===== config.mk =====
export PLATFORM = sky130hd
export DESIGN_NAME = gf180mcu_fd_sc_mcu9t5v0__rrdemux4_1
export DESIGN_NICKNAME = d
export VERILOG_FILES = /design/src/rtl/gf180mcu_fd_sc_mcu9t5v0__rrdemux4_pkg.sv /design/src/rtl/gf180mcu_fd_sc_mcu9t5v0__rrdemux4_ptr.sv /design/src/rtl/gf180mcu_fd_sc_mcu9t5v0__rrdemux4_1.sv
export SDC_FILE = /design/constraint.sdc
export NUM_CORES = 1
export LEC_CHECK = 0
export BUFFER_PORTS_ARGS = -buffer_cell sky130_fd_sc_hd__buf_2
export CAP_MARGIN = 20
export CORE_AREA = 2 2 39 41
export CTS_CLUSTER_SIZE = 40
export DETAILED_ROUTE_END_ITERATION = 6
export DIE_AREA = 0 0 41 43
export PLACE_DENSITY_LB_ADDON = 0.3
export SYNTH_ARGS = -nofsm -noshare
export SYNTH_HDL_FRONTEND = slang
export SYNTH_SLANG_ARGS = --single-unit

===== constraint.sdc =====
create_clock -name CLK -period 5.02 [get_ports CLK]
set_clock_uncertainty 0.15 [all_clocks]
set_input_delay 0.753 -clock CLK [delete_from_list [all_inputs] [get_ports CLK]]
set_output_delay 0.753 -clock CLK [all_outputs]
set_load 0.02 [all_outputs]

===== src/rtl/gf180mcu_fd_sc_mcu9t5v0__rrdemux4_pkg.sv =====
// Shared lane-index types and helpers for the round-robin 1-to-4 stream demux.
package gf180mcu_fd_sc_mcu9t5v0__rrdemux4_pkg;

  localparam int NUM_LANES = 4;
  localparam int PTR_W     = 2;
  localparam int SCNT_W    = 8;

  typedef logic [PTR_W-1:0] lane_t;

  function automatic logic [NUM_LANES-1:0] onehot4(input lane_t lane);
    logic [NUM_LANES-1:0] oh;
    oh = '0;
    oh[lane] = 1'b1;
    return oh;
  endfunction

endpackage


===== src/rtl/gf180mcu_fd_sc_mcu9t5v0__rrdemux4_ptr.sv =====
// Round-robin lane pointer: advances by one (wrapping 3 -> 0) on adv, exports one-hot lane select.
module gf180mcu_fd_sc_mcu9t5v0__rrdemux4_ptr
  import gf180mcu_fd_sc_mcu9t5v0__rrdemux4_pkg::*;
(
  input  logic                 clk,
  input  logic                 rst,
  input  logic                 adv,
  output lane_t                ptr,
  output logic [NUM_LANES-1:0] lane_oh
);

  lane_t ptr_reg;
  lane_t ptr_next;

  always_comb begin
    ptr_next = ptr_reg;
    if (adv) begin
      ptr_next = ptr_reg + lane_t'(1);
    end
  end

  always_ff @(posedge clk or posedge rst) begin
    if (rst) begin
      ptr_reg <= '0;
    end else begin
      ptr_reg <= ptr_next;
    end
  end

  assign ptr     = ptr_reg;
  assign lane_oh = onehot4(ptr_reg);

endmodule


===== src/rtl/gf180mcu_fd_sc_mcu9t5v0__rrdemux4_1.sv =====
// One-entry valid/ready fan-out to four lanes in strict round-robin order.
// Optional stalled-lane skipping is enabled by defining GF180MCU_FD_SC_MCU9T5V0_RRDEMUX4_SKIP_EN.
module gf180mcu_fd_sc_mcu9t5v0__rrdemux4_1
  import gf180mcu_fd_sc_mcu9t5v0__rrdemux4_pkg::*;
#(
  parameter int WIDTH     = 8,
  parameter int STALL_MAX = 3
) (
  input  logic                 CLK,
  input  logic                 RST,
  input  logic [WIDTH-1:0]     I,
  input  logic                 I_VLD,
  output logic                 I_RDY,
  output logic [WIDTH-1:0]     Z,
  output logic [NUM_LANES-1:0] Z_VLD,
  input  logic [NUM_LANES-1:0] Z_RDY
);

  logic                 full_reg;
  logic                 full_next;
  logic [WIDTH-1:0]     data_reg;
  logic [WIDTH-1:0]     data_next;
  lane_t                ptr;
  logic [NUM_LANES-1:0] lane_oh;
  logic [NUM_LANES-1:0] lane_rdy_hit;
  logic                 sel_rdy;
  logic                 fire;
  logic                 accept;
  logic                 skip;
  logic                 adv;

  genvar gi;
  generate
    for (gi = 0; gi < NUM_LANES; gi = gi + 1) begin : g_lane
      assign Z_VLD[gi]        = full_reg & lane_oh[gi];
      assign lane_rdy_hit[gi] = lane_oh[gi] & Z_RDY[gi];
    end
  endgenerate

  assign sel_rdy = |lane_rdy_hit;
  assign fire    = full_reg & sel_rdy;
  // Ready looks through to the current lane so a word can leave and enter in one cycle.
  assign I_RDY   = ~RST & (~full_reg | fire);
  assign accept  = I_VLD & I_RDY;
  assign adv     = fire | skip;
  assign Z       = data_reg;

`ifdef GF180MCU_FD_SC_MCU9T5V0_RRDEMUX4_SKIP_EN
  logic [SCNT_W-1:0] scnt_reg;
  logic [SCNT_W-1:0] scnt_next;

  assign skip = full_reg & ~sel_rdy & (scnt_reg == SCNT_W'(STALL_MAX - 1));

  always_comb begin
    scnt_next = scnt_reg;
    if (adv) begin
      scnt_next = '0;
    end else if (full_reg & ~sel_rdy) begin
      scnt_next = scnt_reg + SCNT_W'(1);
    end
  end

  always_ff @(posedge CLK or posedge RST) begin
    if (RST) begin
      scnt_reg <= '0;
    end else begin
      scnt_reg <= scnt_next;
    end
  end
`else
  assign skip = 1'b0;
`endif

  always_comb begin
    full_next = full_reg;
    data_next = data_reg;
    if (fire) begin
      full_next = 1'b0;
    end
    if (accept) begin
      full_next = 1'b1;
      data_next = I;
    end
  end

  always_ff @(posedge CLK or posedge RST) begin
    if (RST) begin
      full_reg <= 1'b0;
      data_reg <= '0;
    end else begin
      full_reg <= full_next;
      data_reg <= data_next;
    end
  end

  gf180mcu_fd_sc_mcu9t5v0__rrdemux4_ptr u_ptr (
    .clk     (CLK),
    .rst     (RST),
    .adv     (adv),
    .ptr     (ptr),
    .lane_oh (lane_oh)
  );

endmodule


==> results of run 1 <==
power groups by stage:
stage                     logic (mW)  registers, mW  clock network, mW
final                          0.241          0.165             0.0562
after CTS                      0.245          0.166             0.0600
after detailed placement       0.245          0.168                  0
after floorplan                0.131          0.207                  0
after global routing           0.264          0.173             0.0648
after global placement         0.241          0.166                  0
stage by stage:
stage | hold slack [ns] | instance area, um^2
5_1_grt | 0.361 | 731
3_3_place_gp | 0.337 | 704
2_1_floorplan | 0.346 | 549
6_report | 0.332 | 731
4_1_cts | 0.339 | 731
3_5_place_dp | 0.341 | 704
cells by family (layout without fill, tap and decap cells):
kind of cell	Yosys count	after routing	synth area share
buffers and inverters	3	34	0.0205
multiplexers	9	9	0.185
AND/OR/NAND/NOR	7	7	0.0729
AO/OA/AOI/OAI	5	5	0.114
flip-flops	11	11	0.501
XOR/XNOR	1	1	0.0159
adder cells (fa/ha/maj)	4	4	0.0911
worst paths after layout:
path / startpoint / to / slack, ns / depth (start not counted)
hold reg to reg: Z[4]$_DFFE_PP0P_ / Z[4]$_DFFE_PP0P_ / 0.35 / 1
hold / removal: RST / Z[2]$_DFFE_PP0P_ / 0.33 / 2
setup reg to reg: u_ptr.ptr[0]$_DFFE_PP0P_ / Z[6]$_DFFE_PP0P_ / 3.18 / 5
setup / recovery: u_ptr.ptr[0]$_DFFE_PP0P_ / I_RDY / 2.54 / 5
min in group CLK: Z[4]$_DFFE_PP0P_ / Z[4]$_DFFE_PP0P_ / 0.35 / 1
max in group asynchronous: RST / u_ptr.ptr[0]$_DFFE_PP0P_ / 4.11 / 2
worst reg2reg max path: stages (launching register included):
cell     delay [ns]
dfrtp_1        0.42
inv_1          0.10
ha_1           0.19
a22oi_2        0.13
a31oi_4        0.36
mux2_2         0.38
cells in the mapped netlist, drive strengths merged:
master / instances
a21bo: 1
a22oi: 2
a31oi: 2
and2: 4
dfrtp: 11
ha: 4
inv: 3
mux2: 9
nand2: 1
nand2b: 1
nand3: 1
xnor2: 1
layer usage:
metal  track usage  vias up
met5             0        -
met4        0.0200        0
met3        0.0942        0
met2         0.203       17
met1         0.177      200
li1              -      205
final cells by class:
class,count,area share
clock buffer,4,0.0360
inverter,3,0.0154
tap,16,0.0274
multi-input combinational,26,0.360
sequential,11,0.377
timing repair buffer,27,0.185
==> summary.md, run 1 <==
| Metric | Value |
|---|---|
| Status | completed |
| Clock power share | 0.122 |
| Worst skew pair latency | 0.26 ns |
| Largest net degree at the start of global routing | 12 |
| Final WS setup | 2.54 ns |
| Max Cap Viol | 0 |
| RSZ-0062 raised after global routing | no |
| Core area | 1380 um^2 |
| First-pass GRT wire length | 1660 um |
| Crit end category | output pin |
| Critical path class | register to output pin |
| Layout Cells excl Fill | 87 |
| Slowest-stage cell, CP | dfrtp_1 |
| Design Power | 0.462 mW |
| Post-DR vias/cell | 4.85 |
| Top post-synthesis cells by area | dfrtp_1 50%, mux2_2 18%, ha_1 9.1% |
| P_int | 0.272 mW |
| Max IR drop VDD | 0.000279 V |
| Area delta synth->final | 33.0% |
| Initial drt markers | 6 |
| CTS hold repair buffers | 0 |
| Top Metal Used | met3 |
| Switching pwr | 0.190 mW |
| Cells after Synth | 40 |
| Filler Cell Count | 126 |
| Fin. max-slew vios | 0 |
| Sw frac | 0.411 |
| Placed cells | 83 |
| Die height | 43 um |
| Rows | 14 |
| Most common cell after layout, fill and taps aside | buf_2 |
| Register area share after synthesis | 0.501 |
| H-tree Lvls | 1 |
| Clock transition at path regs | 0.06 ns |
| Startpoint types | register |
| CP bufs+invs | 2 |
| Post-cts resize count | 0 |
| Slew @ Worst Pin | 0.396 ns |
| Fin crit share | 0.494 |
| Post-Syn Area per Cell | 13.7 um^2 |
| Dpl ws | 2.66 ns |
| Worst path max stage delay | 0.41 ns |
| Setup TNS | 0 ns |
| Syn_nets | 59 |
| Congestion Overflow GR | 0 |
| Most frequent cells in the layout | 27 x buf_2, 11 x dfrtp_1, 9 x mux2_2 |
| Number of global-route vias before repair | 423 |
| Post-CTS setup buffers | 0 |
| Initial core utilization | 0.397 |
| I/O pin count | 28 |
| DR WL met3 | 81 um |
| DR vias | 422 |
| Worst path required time | 4.12 ns |
| Global Route Usage Sum | 0.141 |
| Pleak | 0.371 nW |
| Part of the power in combinational logic | 0.521 |
| Slew headroom | 0.736 |
| Register area | 275 um^2 |
| Final Util | 0.528 |
| Synth warn | 0 |
| Fin crit period | 2.48 ns |
| Top Family by Delay on Critical Path | compound AO/OA/AOI/OAI gates |
| Wire per inst | 10.9 um |
| Final Hold Fails | 0 |
| Die area | 1760 um^2 |
| Antenna-violating nets left | 0 |
| Post-synthesis cell area | 549 um^2 |
| Post-synth top area share | 0.501 |
| Cell variety after synth | 13 |
| CP max FO | 4 |
| Multi-input gate area | 263 um^2 |
| Worst EP arrival | 1.58 ns |
| Class of the worst hold path | input pin to asynchronous set/reset pin |
| #FFs+latches synth | 11 |
| Routed met2 length | 459 um |
| Chip width | 41 um |
| CTS tree | built |
| Clock tree sinks | 11 |
| Power Dens Cells | 633 nW/um^2 |
| Sequential fraction of design power | 0.357 |
| Initial antenna violation count | 0 |
| DRC violations left | 0 |
| Metal-1 WL | 402 um |
| Nets@finish | 91 |
| # setup viols final | 0 |
| Cell Chain, Critical Path | inv_1 > ha_1 > a22oi_2 > a31oi_1 > buf_2 |
| Total wire length | 944 um |
| Max FFs per register | 8 |
| Total CTS buffers | 3 |
| CTS root buf | clkbuf_4 |
| # diodes | 0 |
| Drt first pass iters | 2 |
| Routability-driven placement congestion ratio | 0.660 |
| Yosys top cell by area | dfrtp_1 |
| Fmax achieved | 0.403 GHz |
| Port-buffer cells | 27 |
| Deepest clock path buffer count | 2 |
| Layout cells sized above 1 | 0.606 |
Note: power is estimated with default switching activity, not from simulation.
==> inputs of run 2 (changes only) <==
- CORE_AREA: 2 2 39 41 -> default
- CORE_UTILIZATION: default -> 42
- DIE_AREA: 0 0 41 43 -> default
- clock period: 5.02 -> 2.4 ns (I/O delays scaled with it)
==> summary.md, run 2 (synthesis results as in run 1) <==
| Metric | Value |
|---|---|
| Clock transition at path regs | 0.07 ns |
| Fin crit share | 0.870 |
| Largest net degree at the start of global routing | 12 |
| Total CTS buffers | 3 |
| Post-DR vias/cell | 4.73 |
| Final Cell Area | 738 um^2 |
| Fin. max-slew vios | 0 |
| Hold depth | 2 |
| Worst skew pair latency | 0.27 ns |
| Total wire length | 1070 um |
| Layout cells sized above 1 | 0.597 |
| Most common cell after layout, fill and taps aside | buf_2 |
| Global Route Usage Sum | 0.161 |
| Number of global-route vias before repair | 377 |
| Final WS setup | 0.311 ns |
| Top Family by Delay on Critical Path | flip-flops |
| Fmax achieved | 0.479 GHz |
| CP max FO | 4 |
| Dpl ws | 0.550 ns |
| # diodes | 0 |
| Antenna-violating nets left | 0 |
| DR vias | 407 |
| Final Hold Fails | 0 |
| CP Depth | 5 |
| Max FFs per register | 8 |
| DP Wirelength | 840 um |
| Design Power | 0.989 mW |
| RSZ-0062 raised after global routing | no |
| Class of the worst hold path | input pin to register |
| Worst path max stage delay | 0.42 ns |
| Congestion Overflow GR | 0 |
| Core area | 1160 um^2 |
| CTS root buf | clkbuf_4 |
| Rows | 12 |
| Critical path class | register to output pin |
| Routability-driven placement congestion ratio | 0.682 |
| Crit end category | output pin |
| Critical Path Start | u_ptr.ptr[0]$_DFFE_PP0P_ |
| Pleak | 0.376 nW |
| Drt first pass iters | 4 |
| First-pass GRT wire length | 1580 um |
| Die height | 38.2 um |
| Hold Slack | 0.168 ns |
| Die area | 1460 um^2 |
| Nets@finish | 92 |
| Setup TNS | 0 ns |
| Port-buffer cells | 27 |
| Max Cap Viol | 0 |
| Clock tree sinks | 11 |
| Power Dens Cells | 1340 nW/um^2 |
| Crit path to | I_RDY |
| Placement Cell Area | 702 um^2 |
| Placed cells | 81 |
| Crit Reg-Reg Endpoint | Z[7]$_DFFE_PP0P_ |
| Final Util | 0.639 |
| Worst R2R Start | u_ptr.ptr[0]$_DFFE_PP0P_ |
| CP bufs+invs | 2 |
| Chip width | 38.2 um |
| Wire per inst | 12.5 um |
| Flop2flop setup slack | 0.55 ns |
| Max IR drop VDD | 0.000579 V |
| Slew headroom | 0.719 |
| Status | completed |
| Worst EP arrival | 1.58 ns |
| CTS tree | built |
| Worst path required time | 1.89 ns |
| Slew @ Worst Pin | 0.422 ns |
| I/O pin count | 28 |
| Initial core utilization | 0.475 |
| Startpoint types | register |
| DRC violations left | 0 |
| Reg2Reg Depth | 5 |
| Initial antenna violation count | 0 |
| Area delta synth->final | 34.4% |
| Post-cts resize count | 0 |
| Deepest clock path buffer count | 2 |
| Fin crit period | 2.09 ns |
| Cell Chain, Critical Path | inv_1 > ha_1 > a22oi_2 > a31oi_1 > buf_2 |
| Slowest-stage cell, CP | dfrtp_1 |
| Layout Cells excl Fill | 86 |
| # setup viols final | 0 |
| Most frequent cells in the layout | 27 x buf_2, 11 x dfrtp_1, 9 x mux2_2 |
| H-tree Lvls | 1 |
| Initial drt markers | 9 |
==> run 2: cell count changes in the layout (fill, tap and decap cells not counted), sizes merged <==
cell	previous run	this run
dlygate4sd3	0	1
==> run 2: worst min-delay path by stage <==
stage          start  slack, ns                    to
2_1_floorplan    RST       0.06      Z[0]$_DFFE_PP0P_
3_3_place_gp     RST       0.23  full_reg$_DFFE_PP0P_
3_5_place_dp     RST       0.23      Z[3]$_DFFE_PP0P_
4_1_cts         I[0]       0.17      Z[0]$_DFFE_PP0P_
5_1_grt         I[0]       0.16      Z[0]$_DFFE_PP0P_
6_report        I[2]       0.17      Z[2]$_DFFE_PP0P_
==> run 2: metal layers <==
| layer | track usage | wire length (um) | part of all wire | vias up |
|---|---|---|---|---|
| met4 | 0.0804 | 0 | 0 | 0 |
| met3 | 0.0174 | 47 | 0.044 | 0 |
| met1 | 0.192 | 437 | 0.41 | 190 |
| met2 | 0.284 | 590 | 0.55 | 13 |
| met5 | 0 | 0 | 0 | - |
| li1 | - | - | - | 204 |
==> run 2: what timing repair did <==
action,4_1_cts,5_1_grt
setup buffers,0,0
hold endpoints to repair,11,0
hold buffers,1,0
==> run 2: layout make-up <==
class / count / area (um^2)
multi-input combinational: 26 / 263
inverter: 3 / 11.3
tap: 14 / 17.5
timing repair buffer: 28 / 145
fill: 94 / 418
sequential: 11 / 275
clock buffer: 4 / 26.3
==> run 2: where the power goes <==
part | switching [mW] | internal [mW] | total (mW)
Sequential | 0.0716 | 0.281 | 0.353
Clock | 0.0622 | 0.0644 | 0.127
Combinational | 0.284 | 0.226 | 0.509
Total | 0.417 | 0.571 | 0.989
